===== config.mk =====
export PLATFORM = sky130hd
export DESIGN_NAME = card_dealer_flat
export DESIGN_NICKNAME = d
export VERILOG_FILES = /design/src/rtl/card_dealer_if.sv /design/src/rtl/card_dealer.sv /design/src/flat_wrapper.sv
export SDC_FILE = /design/constraint.sdc
export NUM_CORES = 1
export LEC_CHECK = 0
export BUFFER_PORTS_ARGS = -buffer_cell sky130_fd_sc_hd__buf_2
export CAP_MARGIN = 25
export CORE_MARGIN = 2
export CORE_UTILIZATION = 59
export DETAILED_ROUTE_END_ITERATION = 8
export GPL_TIMING_DRIVEN = 0
export PLACE_DENSITY_LB_ADDON = 0.25
export SLEW_MARGIN = 5
export SYNTH_ARGS = -nofsm -noshare
export SYNTH_HDL_FRONTEND = slang
export SYNTH_SLANG_ARGS = --single-unit

===== constraint.sdc =====
create_clock -name clk -period 4.05 [get_ports clk]
set_input_delay 0.81 -clock clk [delete_from_list [all_inputs] [get_ports clk]]
set_output_delay 0.81 -clock clk [all_outputs]
set_load 0.05 [all_outputs]

===== src/rtl/card_dealer_if.sv =====
// Deal/shuffle handshake and card result bundle for the card dealer.
interface card_dealer_if;
    logic       shuffle;
    logic       deal_req;
    logic       busy;
    logic       card_valid;
    logic [5:0] card_id;
    logic [3:0] card_rank;
    logic [3:0] card_points;
    logic [5:0] cards_left;
    logic       deck_empty;
    logic       deal_err;

    modport master (
        output shuffle, deal_req,
        input  busy, card_valid, card_id, card_rank, card_points,
        input  cards_left, deck_empty, deal_err
    );

    modport slave (
        input  shuffle, deal_req,
        output busy, card_valid, card_id, card_rank, card_points,
        output cards_left, deck_empty, deal_err
    );
endinterface


===== src/rtl/card_dealer.sv =====
// 52-card random dealer: free-running LFSR picks a start slot, then a
// linear scan over the used mask finds the next undealt card.
module card_dealer #(
    parameter logic [15:0] SEED = 16'hACE1
) (
    input  logic         clk,
    input  logic         rst,
    card_dealer_if.slave bus
);
    typedef enum logic [1:0] {IDLE, SCAN, OUT} state_e;

    state_e      state_q, state_d;
    logic [15:0] lfsr_q, lfsr_d;
    logic [51:0] used_q, used_d;
    logic [5:0]  cand_q, cand_d;
    logic [5:0]  left_q, left_d;
    logic [5:0]  id_q, id_d;
    logic [3:0]  rank_q, rank_d;
    logic [3:0]  pts_q, pts_d;
    logic        busy_q, valid_q, empty_q, err_q, err_d;

    logic [5:0]  raw;
    logic [5:0]  start_cand;
    logic [5:0]  idx;
    logic [3:0]  cand_rank;
    logic [3:0]  cand_pts;

    // Galois form of x^16+x^14+x^13+x^11+1
    assign lfsr_d = {1'b0, lfsr_q[15:1]} ^ (lfsr_q[0] ? 16'hB400 : 16'h0000);

    assign raw        = lfsr_q[5:0];
    assign start_cand = (raw >= 6'd52) ? raw - 6'd52 : raw;

    always_comb begin
        idx = cand_q;
        if (cand_q >= 6'd39)      idx = cand_q - 6'd39;
        else if (cand_q >= 6'd26) idx = cand_q - 6'd26;
        else if (cand_q >= 6'd13) idx = cand_q - 6'd13;
    end

    assign cand_rank = 4'(idx + 6'd1);
    assign cand_pts  = (cand_rank == 4'd1) ? 4'd11 :
                       (cand_rank > 4'd10) ? 4'd10 : cand_rank;

    always_comb begin
        state_d = state_q;
        cand_d  = cand_q;
        used_d  = used_q;
        left_d  = left_q;
        id_d    = id_q;
        rank_d  = rank_q;
        pts_d   = pts_q;
        err_d   = 1'b0;
        if (bus.shuffle) begin
            state_d = IDLE;
            used_d  = '0;
            left_d  = 6'd52;
        end else begin
            unique case (state_q)
                IDLE: begin
                    if (bus.deal_req) begin
                        if (empty_q) begin
                            err_d = 1'b1;
                        end else begin
                            cand_d  = start_cand;
                            state_d = SCAN;
                        end
                    end
                end
                SCAN: begin
                    if (used_q[cand_q]) begin
                        cand_d = (cand_q == 6'd51) ? 6'd0 : cand_q + 6'd1;
                    end else begin
                        used_d[cand_q] = 1'b1;
                        id_d    = cand_q;
                        rank_d  = cand_rank;
                        pts_d   = cand_pts;
                        left_d  = left_q - 6'd1;
                        state_d = OUT;
                    end
                end
                OUT:     state_d = IDLE;
                default: state_d = IDLE;
            endcase
        end
    end

    always_ff @(posedge clk) begin
        if (!rst) begin
            state_q <= IDLE;
            lfsr_q  <= SEED;
            used_q  <= '0;
            cand_q  <= '0;
            left_q  <= 6'd52;
            id_q    <= '0;
            rank_q  <= '0;
            pts_q   <= '0;
            busy_q  <= 1'b0;
            valid_q <= 1'b0;
            empty_q <= 1'b0;
            err_q   <= 1'b0;
        end else begin
            state_q <= state_d;
            lfsr_q  <= lfsr_d;
            used_q  <= used_d;
            cand_q  <= cand_d;
            left_q  <= left_d;
            id_q    <= id_d;
            rank_q  <= rank_d;
            pts_q   <= pts_d;
            busy_q  <= (state_d != IDLE);
            valid_q <= (state_d == OUT);
            empty_q <= (left_d == 6'd0);
            err_q   <= err_d;
        end
    end

    assign bus.busy        = busy_q;
    assign bus.card_valid  = valid_q;
    assign bus.card_id     = id_q;
    assign bus.card_rank   = rank_q;
    assign bus.card_points = pts_q;
    assign bus.cards_left  = left_q;
    assign bus.deck_empty  = empty_q;
    assign bus.deal_err    = err_q;
endmodule


===== src/flat_wrapper.sv =====
// flat-port wrapper written by rule: the top's interface ports become plain ports
module card_dealer_flat 
#(
    parameter logic [15:0] SEED = 16'hACE1
)
  (clk, rst, bus_shuffle, bus_deal_req, bus_busy, bus_card_valid, bus_card_id, bus_card_rank, bus_card_points, bus_cards_left, bus_deck_empty, bus_deal_err);
  card_dealer_if bus_i ();
  input  logic clk;
  input  logic rst;
  input wire logic [$bits(bus_i.shuffle)-1:0] bus_shuffle;
  input wire logic [$bits(bus_i.deal_req)-1:0] bus_deal_req;
  output wire logic [$bits(bus_i.busy)-1:0] bus_busy;
  output wire logic [$bits(bus_i.card_valid)-1:0] bus_card_valid;
  output wire logic [$bits(bus_i.card_id)-1:0] bus_card_id;
  output wire logic [$bits(bus_i.card_rank)-1:0] bus_card_rank;
  output wire logic [$bits(bus_i.card_points)-1:0] bus_card_points;
  output wire logic [$bits(bus_i.cards_left)-1:0] bus_cards_left;
  output wire logic [$bits(bus_i.deck_empty)-1:0] bus_deck_empty;
  output wire logic [$bits(bus_i.deal_err)-1:0] bus_deal_err;
  assign bus_i.shuffle = bus_shuffle;
  assign bus_i.deal_req = bus_deal_req;
  assign bus_busy = bus_i.busy;
  assign bus_card_valid = bus_i.card_valid;
  assign bus_card_id = bus_i.card_id;
  assign bus_card_rank = bus_i.card_rank;
  assign bus_card_points = bus_i.card_points;
  assign bus_cards_left = bus_i.cards_left;
  assign bus_deck_empty = bus_i.deck_empty;
  assign bus_deal_err = bus_i.deal_err;
  card_dealer #(.SEED(SEED)) u_core (.clk(clk), .rst(rst), .bus(bus_i));
endmodule

* Yosys cells after proc, flatten, opt, wreduce, memory -nomap -nowiden
Index checks and enable logic that the tools add are counted.
** Storage, ports and cells
- Output and inout port bits :: 24
- Word-level logic and storage cells :: 75
- Register bits :: 100
** Cells by class
- Magnitude comparators :: 7
- Bitwise logic cells :: 7
- $add $sub $neg :: 7
- Equal/unequal tests :: 7
- Multiplexer cells :: 25
- Reductions and logical operators :: 10
** Operators with widths (count)
- 52-bit OR :: 1
- 6-bit two-way mux :: 8
- 4-bit two-way mux :: 5
- 16-bit two-way mux :: 1
- 15-bit by 16-bit bitwise XOR with 16-bit output :: 1
- 6-bit >= comparator (second input constant) :: 2
- 6-bit one-hot mux with 2 select lines :: 1
- 2-bit two-way mux :: 4
- 4-bit subtractor (second input constant) :: 2
- 6-bit by 7-bit less-than comparator with 1-bit output (second input constant) :: 1
- 6-bit by 1-bit adder with 6-bit output (second input constant) :: 1
- 1-bit binary-select mux with 6-bit select :: 1
- 1-bit demux with 6-bit select :: 1
- 6-bit equality test (second input constant) :: 1
- 6-bit by 1-bit >= comparator with 1-bit output (second input constant) :: 1
- 6-bit by 4-bit >= comparator with 1-bit output (second input constant) :: 1
- 6-bit by 5-bit >= comparator with 1-bit output (second input constant) :: 1
- 6-bit zero test :: 1
- 6-bit by 1-bit subtractor with 6-bit output (second input constant) :: 1
- 6-bit subtractor (second input constant) :: 1
- 1-bit inverter :: 5
- 5-bit AND reduction :: 1
- 4-bit by 1-bit adder with 4-bit output (second input constant) :: 1
- 4-bit by 1-bit equality test with 1-bit output (second input constant) :: 1
- other kinds (15) :: 19

* Longest topological paths before layout
Gate-level depths: netlist of the first run.
- Depth after elaboration :: 8
- Mapped depth :: 14
- Mapped depth without buffers :: 12

* Least setup slack after synthesis of the first run
No wires, ideal clock.
- Path kind :: register to register
- Start :: register u_core.cand_q[0]
- End :: register u_core.pts_q[1] (netlist: u_core.bus.card_points[1])
- Cell stages (with the launch flop) :: 14
- Required time :: 3.991 ns
- Arrival :: 2.883 ns
- Setup slack :: 1.108 ns
- Path buffers :: 2
- Path through :: dfxtp_1 buf_6 buf_2 clkinv_1 ha_1 mux2i_1 o21bai_1 nor2_1 inv_1 ha_1 or3_1 a21bo_2 nor3_1 o221a_2
** Between the ends
- Cells in the longest elaborated chain, start to end :: 8
- Elaborated cells between the ends (all ways) :: 18
- Those cells by class :: add/sub (4); order compare (4); eq/ne (1); mux (7); bitwise (1); reduce/logical (1)
** Ends and longest elaborated chain
- start, declared :: RTL line card_dealer.sv:15 : logic [5:0] cand_q, cand_d;
- start signal, assigned :: RTL line card_dealer.sv:106 : cand_q <= cand_d;
- 6-bit by 4-bit >= comparator with 1-bit output / 4-bit subtractor (equally long branches) :: RTL line card_dealer.sv:38 : else if (cand_q >= 6'd13) idx = cand_q - 6'd13;
- 4-bit two-way mux :: RTL line card_dealer.sv:38
- 4-bit two-way mux :: RTL line card_dealer.sv:37 : else if (cand_q >= 6'd26) idx = cand_q - 6'd26;
- 4-bit two-way mux :: RTL line card_dealer.sv:36 : if (cand_q >= 6'd39) idx = cand_q - 6'd39;
- 4-bit by 1-bit adder with 4-bit output :: RTL line card_dealer.sv:41 : assign cand_rank = 4'(idx + 6'd1);
- 4-bit > comparator :: RTL line card_dealer.sv:43 : (cand_rank > 4'd10) ? 4'd10 : cand_rank;
- 4-bit two-way mux :: RTL line card_dealer.sv:43
- 4-bit two-way mux :: RTL line card_dealer.sv:42 : assign cand_pts = (cand_rank == 4'd1) ? 4'd11 :
- end signal, assigned :: RTL line card_dealer.sv:110 : pts_q <= pts_d;
- end, declared :: RTL line card_dealer.sv:19 : logic [3:0] pts_q, pts_d;
Parallel ways exist; a longest one is shown, timed or not. The select of a mux whose other input is x is not followed.
A chain may end at the register's enable or synchronous reset.

* Final worst setup path of the first run
Same ends and word-level chain as after synthesis.

==> key figures, run 1 <==
Outcome
  • Outcome: finished, final reports clean

Pwr
  • Cell Int Power: 1.43 mW
  • Pwr Total: 2.04 mW
  • Power per cell area: 377 nW/µm²
  • Switching Share: 0.297
  • Clk pwr share: 0.332
  • Leakage: 2.05 nW
  • Part of the power in registers: 0.499
  • Sw power: 0.605 mW
  • Combinational Power Share: 0.169
  • VDD IR-drop max: 0.188 mV

Hold path
  • Min-delay src: u_core.lfsr_q[6]
  • HP Class: reg2reg

Synthesis
  • Leading area contributor after synthesis: dfxtp_1
  • Synth top area share: 0.406
  • Post-synth EDFFs: 0
  • Asr flop ratio synth: 0
  • Synthesized flop and latch total: 100
  • Sequential share of the synthesized area: 0.406
  • Most common cell in the synthesized netlist: dfxtp_1
  • Synthesized cell area: 4930 µm²
  • Post-synthesis cell count: 550
  • Top FF cell, synth: dfxtp_1
  • Synth top cells by count: dfxtp_1 (100), nor2_1 (58), nand2_1 (42), a31oi_1 (31), nor3_1 (24)
  • Synth warn: 0
  • Synth Area per Inst: 8.97 µm²
  • Area contributors post-synth: dfxtp_1 (41%), nor2_1 (4.4%), a31oi_1 (3.9%), ha_1 (3.6%), o21a_1 (3.5%)
  • Syn_nets: 568
  • Distinct cell type count after synthesis: 62

Floorplan
  • Core area: 8180 µm²
  • Die area: 9100 µm²
  • Die Width: 95.4 µm
  • IO Count: 28
  • Die Ht: 95.4 µm
  • Initial core utilization: 0.603
  • Core Rows: 33

Placed design
  • RePlAce Congestion: 0.935
  • # port buffers: 27
  • DP HPWL: 9.09 mm
  • Placed Area: 5200 µm²

Setup path
  • CP Data Required Time: 4.37 ns
  • Crit path capture type: flip-flop
  • Worst path cell trace: buf_6 > buf_2 > clkinv_1 > ha_1 > mux2i_1 > o21bai_1 > nor2_1 > inv_1 > ha_1 > or3_1 > a21bo_2 > nor3_1 > o221a_2
  • RR Startpoint: u_core.cand_q[0]
  • Critical path type: reg2reg
  • Arr. time, crit path: 3.95 ns
  • Origin of the worst setup path: u_core.cand_q[0]
  • Max FO, Critical Path: 10
  • CP max-delay cell: ha_1
  • Slowest Stage Delay on Critical Path: 0.48 ns
  • CP startpoint kind: flip-flop
  • CP dominant cell by count: ha_1

Global routing
  • First-pass GRT wire length: 19.9 mm
  • Grt ovf: 0
  • Largest net degree at the start of global routing: 18
  • GRT Overall Usage: 0.286
  • Vias in the first global route: 3835
  • Initial antenna violation count: 0

Clock tree
  • CTS Buffer Depth: 2
  • Clock Sinks: 100
  • Worst-path clk slew: 0.10 ns
  • H-tree depth: 3
  • Hold-fix buffers, CTS: 0
  • Setup bufs post-CTS: 0
  • TritonCTS clock tree: yes
  • Clk_lat worst skew: 0.37 ns
  • Num CTS Buffers: 9
  • Root buffer cell: clkbuf_8
  • CTS resizes: 0

Timing
  • Max-slew headroom: 0.596
  • Clock skew: 0.0160 ns
  • RSZ-0062 raised after global routing: false
  • Post-route setup TNS: 0 ns
  • Max-slew violations: 0
  • Final Hold Viols: 0
  • Worst-Margin Slew: 0.606 ns
  • Endpoints failing setup: 0
  • Fin crit share: 0.895
  • Fin crit period: 3.62 ns
  • Max Clock Freq: 276 MHz

Route
  • DRT Wirelength: 12.5 mm
  • Starting DRC count in detailed routing: 356
  • Vias per Instance: 6.15
  • Drt wl/cell: 17.9 µm
  • TritonRoute pass-1 iters: 5
  • Via count: 4301
  • DRT antenna net count: 0
  • DRC Markers: 0

Cells and area
  • Fin nets: 607
  • Fin util: 0.662
  • Fillers: 698
  • Layout area overhead: 9.79%
  • Final Instance Area: 5410 µm²
  • Share of layout cells above drive strength 1: 0.143
  • ANT cells: 0

Run
  • Max-cap violations: 0
critical path: cells and delay by family, from the launching register on:
family / cells / cell delay [ns]
AO/OA/AOI/OAI: 3 / 0.61
adder cells (fa/ha/maj): 2 / 0.68
buffers and inverters: 4 / 0.80
flip-flops: 1 / 0.39
multiplexers: 1 / 0.20
AND/OR/NAND/NOR: 3 / 0.88
final timing paths:
| kind | end | slack, ns | cells past startpoint |
|---|---|---|---|
| worst min-delay path | u_core.lfsr_q[5] | 0.42 | 1 |
| worst max-delay path | u_core.bus.card_points[1] | 0.43 | 13 |
| worst max register to register | u_core.bus.card_points[1] | 0.43 | 13 |
| worst min register to register | u_core.lfsr_q[5] | 0.42 | 1 |
sequential cells by signal, summed over array words and instances, names as in the netlist:
signal	count
u_core.used_q	52
u_core.lfsr_q	16
u_core.bus.card_id	6
u_core.bus.cards_left	6
u_core.cand_q	6
u_core.bus.card_points	4
u_core.bus.card_rank	4
u_core.state_q	2
u_core.bus.busy	1
u_core.bus.card_valid	1
u_core.bus.deal_err	1
u_core.bus.deck_empty	1
layer usage:
metal  wire length [µm]  GRT usage  share of wire  up-vias
li1                   -          -              -     2040
met1               5630      0.396           0.45     2073
met2               5870      0.462           0.47      166
met3                868     0.0569          0.069       22
met4                148     0.0690          0.012        0
met5                  0          0              0        -
kinds of logic after synthesis:
kind of cell / Yosys count / synth area share
xor+xnor: 9 / 0.0175
fa+ha+maj: 14 / 0.0355
mux: 22 / 0.0632
buf+inv: 57 / 0.0612
compound gates: 152 / 0.216
flops: 100 / 0.406
simple gates: 196 / 0.201
layout make-up:
type                            count  area (µm²)  share of cell area
Buffer                             39         234              0.0432
Multi-Input combinational cell    393        2630               0.485
Clock buffer                       10         138              0.0254
Tap cell                          105         131              0.0243
Sequential cell                   100        2000               0.370
Timing Repair Buffer               28         143              0.0263
Inverter                           18        67.6              0.0125
Clock inverter                      6        71.3              0.0132
cell usage in the layout (no fill, tap or decap), types with 4 or more instances in the layout:
master	instances
dfxtp_1	100
nor2_1	58
nand2_1	42
buf_2	31
a31oi_1	31
nor3_1	24
o21ai_0	23
o21a_1	23
clkbuf_1	20
inv_1	16
and2_1	15
mux2i_1	15
ha_1	14
nand3_1	13
nand2b_1	12
a21oi_1	10
nor2b_1	10
clkbuf_8	10
buf_4	8
a211oi_1	8
a22oi_1	8
a21boi_0	8
buf_6	7
xnor2_1	7
mux4_2	6
o31ai_1	6
o211ai_1	6
a21boi_1	4
and3_1	4
through the flow:
stage,hold slack [ns],std cells,setup slack (ns)
detailed placement,0.395,682,0.573
CTS,0.422,698,0.528
global placement,0.390,682,0.606
floorplan,0.386,550,1.11
finish,0.418,699,0.426
global route,0.434,699,0.129
power by group through the flow:
stage,Combinational (mW),Sequential [mW],Clock [mW]
after global placement,0.326,1.04,0
after global routing,0.375,1.02,0.719
after detailed placement,0.333,1.04,0
after CTS,0.335,1.02,0.679
final,0.344,1.02,0.677
after floorplan,0.238,1.05,0
(Power assumes the default switching activity.)
==> inputs of run 2 (changes only) <==
CORE_UTILIZATION = 40   (was 59)
==> run 2 against run 1 <==
Die area increased by 45%. Final cell count increased by 6.0%. Flip-flop and latch count unchanged. Worst hold slack got worse by 0.0056 ns. Combinational power about the same. Global-route usage decreased by 7.1 points. Register-to-register slack improved by 0.06 ns. Cell area increased by 2.7%. Maximum frequency increased by 1.7%. Critical endpoint unchanged. Largest power group unchanged.
==> key figures, run 2 (same netlist as run 1, synthesis figures left out) <==
Cells and area
  • Most common cell after layout, fill and taps aside: dfxtp_1 (unchanged)
  • Fin nets: 607 (unchanged)
  • Max reg flops: 52 (unchanged)
  • Most flop-heavy register: u_core.used_q (unchanged)
  • Largest regs: u_core.used_q (52), u_core.lfsr_q (16) (unchanged)
  • Share of layout cells above drive strength 1: 0.143 (unchanged)
  • ANT cells: 0 (unchanged)
  • Fin util: 0.463 (was 0.662)
  • Most frequent cells in the layout: dfxtp_1 (100), nor2_1 (58), nand2_1 (42) (unchanged)
  • Layout area overhead: 12.7% (was 9.79%)

Timing
  • Max-slew headroom: 0.600 (was 0.596)
  • Worst-Margin Slew: 0.600 ns (was 0.606 ns)
  • Final Hold Viols: 0 (unchanged)
  • Fin crit period: 3.56 ns (was 3.62 ns)
  • Endpoints failing setup: 0 (unchanged)
  • Fin crit share: 0.880 (was 0.895)
  • Max-slew violations: 0 (unchanged)
  • Post-route setup TNS: 0 ns (unchanged)
  • RSZ-0062 raised after global routing: false (unchanged)
  • Hold_ws: 0.412 ns (was 0.418 ns)
  • Max Clock Freq: 281 MHz (was 276 MHz)
  • Clock skew: 0.0112 ns (was 0.0160 ns)

Setup path
  • CP delay by family, top: simple AND/OR/NAND/NOR gates (unchanged)
  • Slowest Stage Delay on Critical Path: 0.46 ns (was 0.48 ns)
  • RR Startpoint: u_core.cand_q[0] (unchanged)
  • Arr. time, crit path: 3.87 ns (was 3.95 ns)
  • Max FO, Critical Path: 10 (unchanged)
  • CP Data Required Time: 4.35 ns (was 4.37 ns)
  • Critical path type: reg2reg (unchanged)
  • CP max-delay cell: ha_1 (unchanged)
  • Worst path bufs/invs: 4 (unchanged)
  • Crit path capture type: flip-flop (unchanged)
  • CP startpoint kind: flip-flop (unchanged)
  • R2R Path End: u_core.bus.card_points[1] (unchanged)
  • Worst path cell trace: buf_6 > buf_2 > clkinv_1 > ha_1 > mux2i_1 > o21bai_1 > nor2_1 > inv_1 > ha_1 > or3_1 > a21bo_2 > nor3_1 > o221a_2 (unchanged)
  • CP dominant cell by count: ha_1 (unchanged)
  • FF-to-FF setup slack: 0.49 ns (was 0.43 ns)
  • Worst reg2reg path depth: 13 (unchanged)

Route
  • DRT antenna net count: 0 (unchanged)
  • DRT Wirelength: 13.1 mm (was 12.5 mm)
  • Starting DRC count in detailed routing: 416 (was 356)
  • Via count: 4224 (was 4301)
  • Drt wl/cell: 17.7 µm (was 17.9 µm)
  • DRC Markers: 0 (unchanged)
  • Vias per Instance: 5.70 (was 6.15)
  • TritonRoute pass-1 iters: 7 (was 5)

Clock tree
  • Clock Sinks: 100 (unchanged)
  • CTS resizes: 0 (unchanged)
  • Num CTS Buffers: 9 (unchanged)
  • Worst-path clk slew: 0.07 ns (was 0.10 ns)
  • Setup bufs post-CTS: 0 (unchanged)
  • TritonCTS clock tree: yes (unchanged)
  • Root buffer cell: clkbuf_16 (was clkbuf_8)
  • Clk_lat worst skew: 0.36 ns (was 0.37 ns)
  • H-tree depth: 3 (unchanged)
  • Hold-fix buffers, CTS: 0 (unchanged)
  • CTS Buffer Depth: 2 (unchanged)

Hold path
  • Min-delay src: u_core.lfsr_q[8] (was u_core.lfsr_q[6])
  • Hold Path Stages: 1 (unchanged)
  • Hold EP: u_core.lfsr_q[7] (was u_core.lfsr_q[5])
  • HP Class: reg2reg (unchanged)

Global routing
  • Vias in the first global route: 4071 (was 3835)
  • First-pass GRT wire length: 21.8 mm (was 19.9 mm)
  • GRT Overall Usage: 0.215 (was 0.286)
  • Initial antenna violation count: 0 (unchanged)
  • Largest net degree at the start of global routing: 18 (unchanged)
  • Grt ovf: 0 (unchanged)

Placed design
  • RePlAce Congestion: 0.914 (was 0.935)
  • DP HPWL: 9.64 mm (was 9.09 mm)
  • # port buffers: 27 (unchanged)

Floorplan
  • Initial core utilization: 0.411 (was 0.603)
  • Die area: 13200 µm² (was 9100 µm²)
  • IO Count: 28 (unchanged)
  • Die Ht: 115 µm (was 95.4 µm)
  • Core area: 12000 µm² (was 8180 µm²)
  • Core Rows: 40 (was 33)
  • Die Width: 115 µm (was 95.4 µm)

Outcome
  • Outcome: finished, final reports clean (unchanged)

Pwr
  • Leakage: 2.08 nW (was 2.05 nW)
  • VDD IR-drop max: 0.189 mV (was 0.188 mV)
  • Power per cell area: 401 nW/µm² (was 377 nW/µm²)

Run
  • Max-cap violations: 0 (unchanged)
## run 2: cell count changes in the layout (fill, tap and decap cells not counted), sizes merged
cell and change:
clkinvlp +2, clkbuf -1, inv -1
## run 2: metrics by stage
| stage | setup WS [ns] | power, mW | cells | area (µm²) |
|---|---|---|---|---|
| global placement | 0.570 | 1.37 | 724 | 5250 |
| CTS | 0.480 | 2.24 | 740 | 5550 |
| floorplan | 1.11 | 1.29 | 550 | 4930 |
| detailed placement | 0.542 | 1.38 | 724 | 5250 |
| global route | 0.230 | 2.33 | 741 | 5560 |
| finish | 0.486 | 2.23 | 741 | 5560 |
## run 2: report_power, final
part,total [mW],internal (mW),switching [mW]
Clock,0.866,0.480,0.386
Sequential,1.02,1.00,0.0140
Combinational,0.344,0.120,0.224
## run 2: worst reg2reg max path: stages (launching register included)
cell and delay, ns:
dfxtp_1 0.41, buf_6 0.19, buf_2 0.22, clkinv_1 0.31
ha_1 0.46, mux2i_1 0.18, o21bai_1 0.14, nor2_1 0.22
inv_1 0.07, ha_1 0.19, or3_1 0.42, a21bo_2 0.25
nor3_1 0.22, o221a_2 0.23
## run 2: worst max path at each step
stage,end,cells after the start,from
floorplan,u_core.bus.card_points[1],13,u_core.cand_q[0]
global placement,u_core.bus.card_points[1],13,u_core.cand_q[0]
detailed placement,u_core.bus.card_points[1],13,u_core.cand_q[0]
CTS,u_core.bus.card_points[1],13,u_core.cand_q[0]
global route,u_core.bus.card_points[1],13,u_core.cand_q[0]
finish,u_core.bus.card_points[1],13,u_core.cand_q[0]
## run 2: cell type report
cell class                 instances  area, µm²
sequential                       100       2000
timing repair buffer              28        143
tap                              147        184
inverter                          18       67.6
multi-input combinational        393       2630
clock inverter                     7       75.1
clock buffer                       9        225
fill                            1168       6450
buffer                            39        234
## run 2: layer usage
layer  vias up  GRT usage  wire length (µm)
met3        25     0.0554               838
met1      2008      0.276              5950
met4         0     0.0924               335
met5         -          0                 0
li1       2057          -                 -
met2       134      0.342              6000
==> inputs of run 3 (changes only) <==
ABC_AREA = 1   (was default)
CTS_BUF_LIST = sky130_fd_sc_hd__clkbuf_2 sky130_fd_sc_hd__clkbuf_4 sky130_fd_sc_hd__clkbuf_8   (was default)
==> run 3 against run 2 <==
Sequential power hardly changed. Flip-flop and latch count stayed put. Area after synthesis is 1.2% lower. Global-route usage is 0.51 points lower. Setup slack better by 0.41 ns. Non-clock buffer count is 13 lower. Power is 8.2% lower. Die area is 1.2% lower. Maximum frequency is 13% higher. Critical path type unchanged. Critical endpoint is now u_core.bus.card_points[3].
==> key figures, run 3 <==
Clock tree
  • Hold-fix buffers, CTS: 0 (unchanged)
  • Clk_lat worst skew: 0.38 ns (was 0.36 ns)
  • H-tree depth: 3 (unchanged)
  • Root buffer cell: clkbuf_8 (was clkbuf_16)
  • CTS resizes: 0 (unchanged)
  • CTS Buffer Depth: 2 (unchanged)
  • Clock Sinks: 100 (unchanged)
  • Num CTS Buffers: 9 (unchanged)
  • TritonCTS clock tree: yes (unchanged)
  • Setup bufs post-CTS: 0 (unchanged)
  • Worst-path clk slew: 0.10 ns (was 0.07 ns)

Route
  • DRT Wirelength: 13.0 mm (was 13.1 mm)
  • Via count: 4598 (was 4224)
  • TritonRoute pass-1 iters: 5 (was 7)
  • Vias per Instance: 5.13 (was 5.70)
  • DRC Markers: 0 (unchanged)
  • Starting DRC count in detailed routing: 401 (was 416)
  • Drt wl/cell: 14.6 µm (was 17.7 µm)
  • DRT antenna net count: 0 (unchanged)

Global routing
  • First-pass GRT wire length: 21.6 mm (was 21.8 mm)
  • Initial antenna violation count: 0 (unchanged)
  • Vias in the first global route: 4381 (was 4071)
  • Grt ovf: 0 (unchanged)
  • GRT Overall Usage: 0.209 (was 0.215)
  • Largest net degree at the start of global routing: 20 (was 18)

Synthesis
  • Area contributors post-synth: dfxtp_1 (41%), nand2_1 (14%), nand3_1 (9.4%), inv_1 (7.8%), o21ai_0 (4.7%) (was dfxtp_1 (41%), nor2_1 (4.4%), a31oi_1 (3.9%), ha_1 (3.6%), o21a_1 (3.5%))
  • Most common cell in the synthesized netlist: nand2_1 (was dfxtp_1)
  • Syn_nets: 724 (was 568)
  • Synthesized cell area: 4870 µm² (was 4930 µm²)
  • Synth warn: 0 (unchanged)
  • Asr flop ratio synth: 0 (unchanged)
  • Synth top area share: 0.411 (was 0.406)
  • Sequential share of the synthesized area: 0.411 (was 0.406)
  • Post-synthesis cell count: 706 (was 550)
  • Synth Area per Inst: 6.90 µm² (was 8.97 µm²)
  • Synth top cells by count: nand2_1 (176), inv_1 (101), dfxtp_1 (100), nand3_1 (91), nor2_1 (53) (was dfxtp_1 (100), nor2_1 (58), nand2_1 (42), a31oi_1 (31), nor3_1 (24))
  • Top FF cell, synth: dfxtp_1 (unchanged)
  • Synthesized flop and latch total: 100 (unchanged)
  • Distinct cell type count after synthesis: 34 (was 62)
  • Leading area contributor after synthesis: dfxtp_1 (unchanged)
  • Post-synth EDFFs: 0 (unchanged)

Setup path
  • Worst path cell trace: buf_2 > inv_1 > ha_1 > inv_1 > nor2_2 > nand2_1 > nand2_1 > nor2_1 > nand2_1 > nand3_1 > nand2_1 > inv_1 > ha_1 > o21ai_0 > nand2_1 > nor2_1 > nand3_1 > a31oi_1 (was buf_6 > buf_2 > clkinv_1 > ha_1 > mux2i_1 > o21bai_1 > nor2_1 > inv_1 > ha_1 > or3_1 > a21bo_2 > nor3_1 > o221a_2)
  • Slowest Stage Delay on Critical Path: 0.39 ns (was 0.46 ns)
  • CP Data Required Time: 4.35 ns (about the same)
  • CP max-delay cell: nor2_2 (was ha_1)
  • Worst path bufs/invs: 4 (unchanged)
  • Max FO, Critical Path: 8 (was 10)
  • CP delay by family, top: simple AND/OR/NAND/NOR gates (unchanged)
  • FF-to-FF setup slack: 0.89 ns (was 0.49 ns)
  • RR Startpoint: u_core.cand_q[2] (was u_core.cand_q[0])
  • Worst reg2reg path depth: 18 (was 13)
  • Origin of the worst setup path: u_core.cand_q[2] (was u_core.cand_q[0])
  • Critical path type: reg2reg (unchanged)
  • Crit path capture type: flip-flop (unchanged)
  • Worst path depth: 18 (was 13)
  • R2R Path End: u_core.bus.card_points[3] (was u_core.bus.card_points[1])
  • CP startpoint kind: flip-flop (unchanged)
  • CP dominant cell by count: nand2_1 (was ha_1)
  • Crit path to: u_core.bus.card_points[3] (was u_core.bus.card_points[1])
  • Arr. time, crit path: 3.46 ns (was 3.87 ns)

Placed design
  • Placed Area: 5190 µm² (was 5250 µm²)
  • DP HPWL: 9.29 mm (was 9.64 mm)
  • Dpl ws: 0.998 ns (was 0.542 ns)
  • RePlAce Congestion: 0.975 (was 0.914)
  • # port buffers: 27 (unchanged)

Timing
  • Fin crit share: 0.780 (was 0.880)
  • Max Clock Freq: 317 MHz (was 281 MHz)
  • Post-route setup TNS: 0 ns (unchanged)
  • Final Hold Viols: 0 (unchanged)
  • Max-slew violations: 0 (unchanged)
  • Worst setup margin: 0.892 ns (was 0.486 ns)
  • Clock skew: 0.0115 ns (was 0.0112 ns)
  • Worst-Margin Slew: 0.968 ns (was 0.600 ns)
  • Endpoints failing setup: 0 (unchanged)
  • RSZ-0062 raised after global routing: false (unchanged)
  • Fin crit period: 3.16 ns (was 3.56 ns)
  • Max-slew headroom: 0.352 (was 0.600)

Cells and area
  • Largest regs: u_core.used_q (52), u_core.lfsr_q (16) (unchanged)
  • Fin nets: 762 (was 607)
  • Max reg flops: 52 (unchanged)
  • Most frequent cells in the layout: nand2_1 (176), inv_1 (101), dfxtp_1 (100) (was dfxtp_1 (100), nor2_1 (58), nand2_1 (42))
  • ANT cells: 0 (unchanged)
  • Share of layout cells above drive strength 1: 0.101 (was 0.143)
  • Layout area overhead: 10.4% (was 12.7%)
  • Most common cell after layout, fill and taps aside: nand2_1 (was dfxtp_1)
  • Fillers: 1256 (was 1168)
  • Final Instance Area: 5380 µm² (was 5560 µm²)
  • Most flop-heavy register: u_core.used_q (unchanged)

Pwr
  • Power per cell area: 380 nW/µm² (was 401 nW/µm²)
  • Leakage: 2.50 nW (was 2.08 nW)
  • VDD IR-drop max: 0.229 mV (was 0.189 mV)

Floorplan
  • Initial core utilization: 0.407 (was 0.411)
  • Die Width: 114 µm (was 115 µm)
  • Core Rows: 40 (unchanged)
  • Die area: 13100 µm² (was 13200 µm²)
  • Core area: 12000 µm² (about the same)
  • Die Ht: 114 µm (was 115 µm)
  • IO Count: 28 (unchanged)

Outcome
  • Outcome: finished, final reports clean (unchanged)

Run
  • Max-cap violations: 0 (unchanged)

Hold path
  • HP Class: reg2reg (unchanged)
[run 3: cell count changes in the layout (fill, tap and decap cells not counted), sizes merged, moves of 15 or more]
| cell | delta |
|---|---|
| inv | +90 |
| o21ai | +48 |
| nor3 | -22 |
| mux2i | -15 |
| a31oi | -29 |
| a21oi | +18 |
| o21a | -22 |
| nand2 | +135 |
| and2 | -15 |
| nand3 | +78 |
[run 3: logic make-up after synthesis]
logic type,Yosys count,share of synthesized area
buf+inv,134,0.120
flops,100,0.411
fa+ha+maj,14,0.0360
simple gates,339,0.300
xor+xnor,7,0.0126
compound gates,112,0.121
[run 3: final cells by class]
type | count | area (µm²) | area share
timing repair buffer | 27 | 135 | 0.0251
multi-input combinational | 472 | 2290 | 0.425
sequential | 100 | 2000 | 0.372
inverter | 107 | 402 | 0.0747
tap | 147 | 184 | 0.0342
clock buffer | 9 | 124 | 0.0230
buffer | 27 | 181 | 0.0337
clock inverter | 7 | 65.1 | 0.0121
[run 3: worst min-delay path by stage]
stage,start,to,slack [ns],depth (start not counted)
4_1_cts,u_core.lfsr_q[10],u_core.lfsr_q[9],0.43,2
3_5_place_dp,u_core.lfsr_q[8],u_core.lfsr_q[7],0.40,1
6_report,u_core.lfsr_q[6],u_core.lfsr_q[5],0.42,1
5_1_grt,u_core.lfsr_q[15],u_core.lfsr_q[14],0.45,2
3_3_place_gp,u_core.lfsr_q[9],u_core.lfsr_q[8],0.39,2
2_1_floorplan,u_core.lfsr_q[15],u_core.lfsr_q[14],0.39,2
[run 3: through the flow]
stage	util	power, mW	hold slack (ns)	cells
3_5_place_dp	0.434	1.44	0.400	880
5_1_grt	0.450	2.16	0.451	896
3_3_place_gp	0.434	1.43	0.394	880
6_report	0.450	2.04	0.424	896
4_1_cts	0.450	2.06	0.427	896
2_1_floorplan	-	1.33	0.390	706
[run 3: power breakdown]
| group | internal, mW | total (mW) | switching, mW |
|---|---|---|---|
| registers | 1.01 | 1.02 | 0.0166 |
| clock network | 0.239 | 0.623 | 0.384 |
| logic | 0.111 | 0.397 | 0.286 |
| total | 1.36 | 2.04 | 0.687 |
[run 3: worst register-to-register path, delay by kind of cell, from the launching register on]
family	cells	cell delay, ns
AO/OA/AOI/OAI	2	0.26
flip-flops	1	0.34
AND/OR/NAND/NOR	10	1.45
buffers and inverters	4	0.59
adder cells (fa/ha/maj)	2	0.45
[run 3: metal layers]
layer | vias to the layer above | global-route usage | wire (µm)
met5 | - | 0 | 0
li1 | 2305 | - | -
met1 | 2121 | 0.274 | 6050
met3 | 35 | 0.0413 | 729
met2 | 137 | 0.339 | 5850
met4 | 0 | 0.0870 | 423
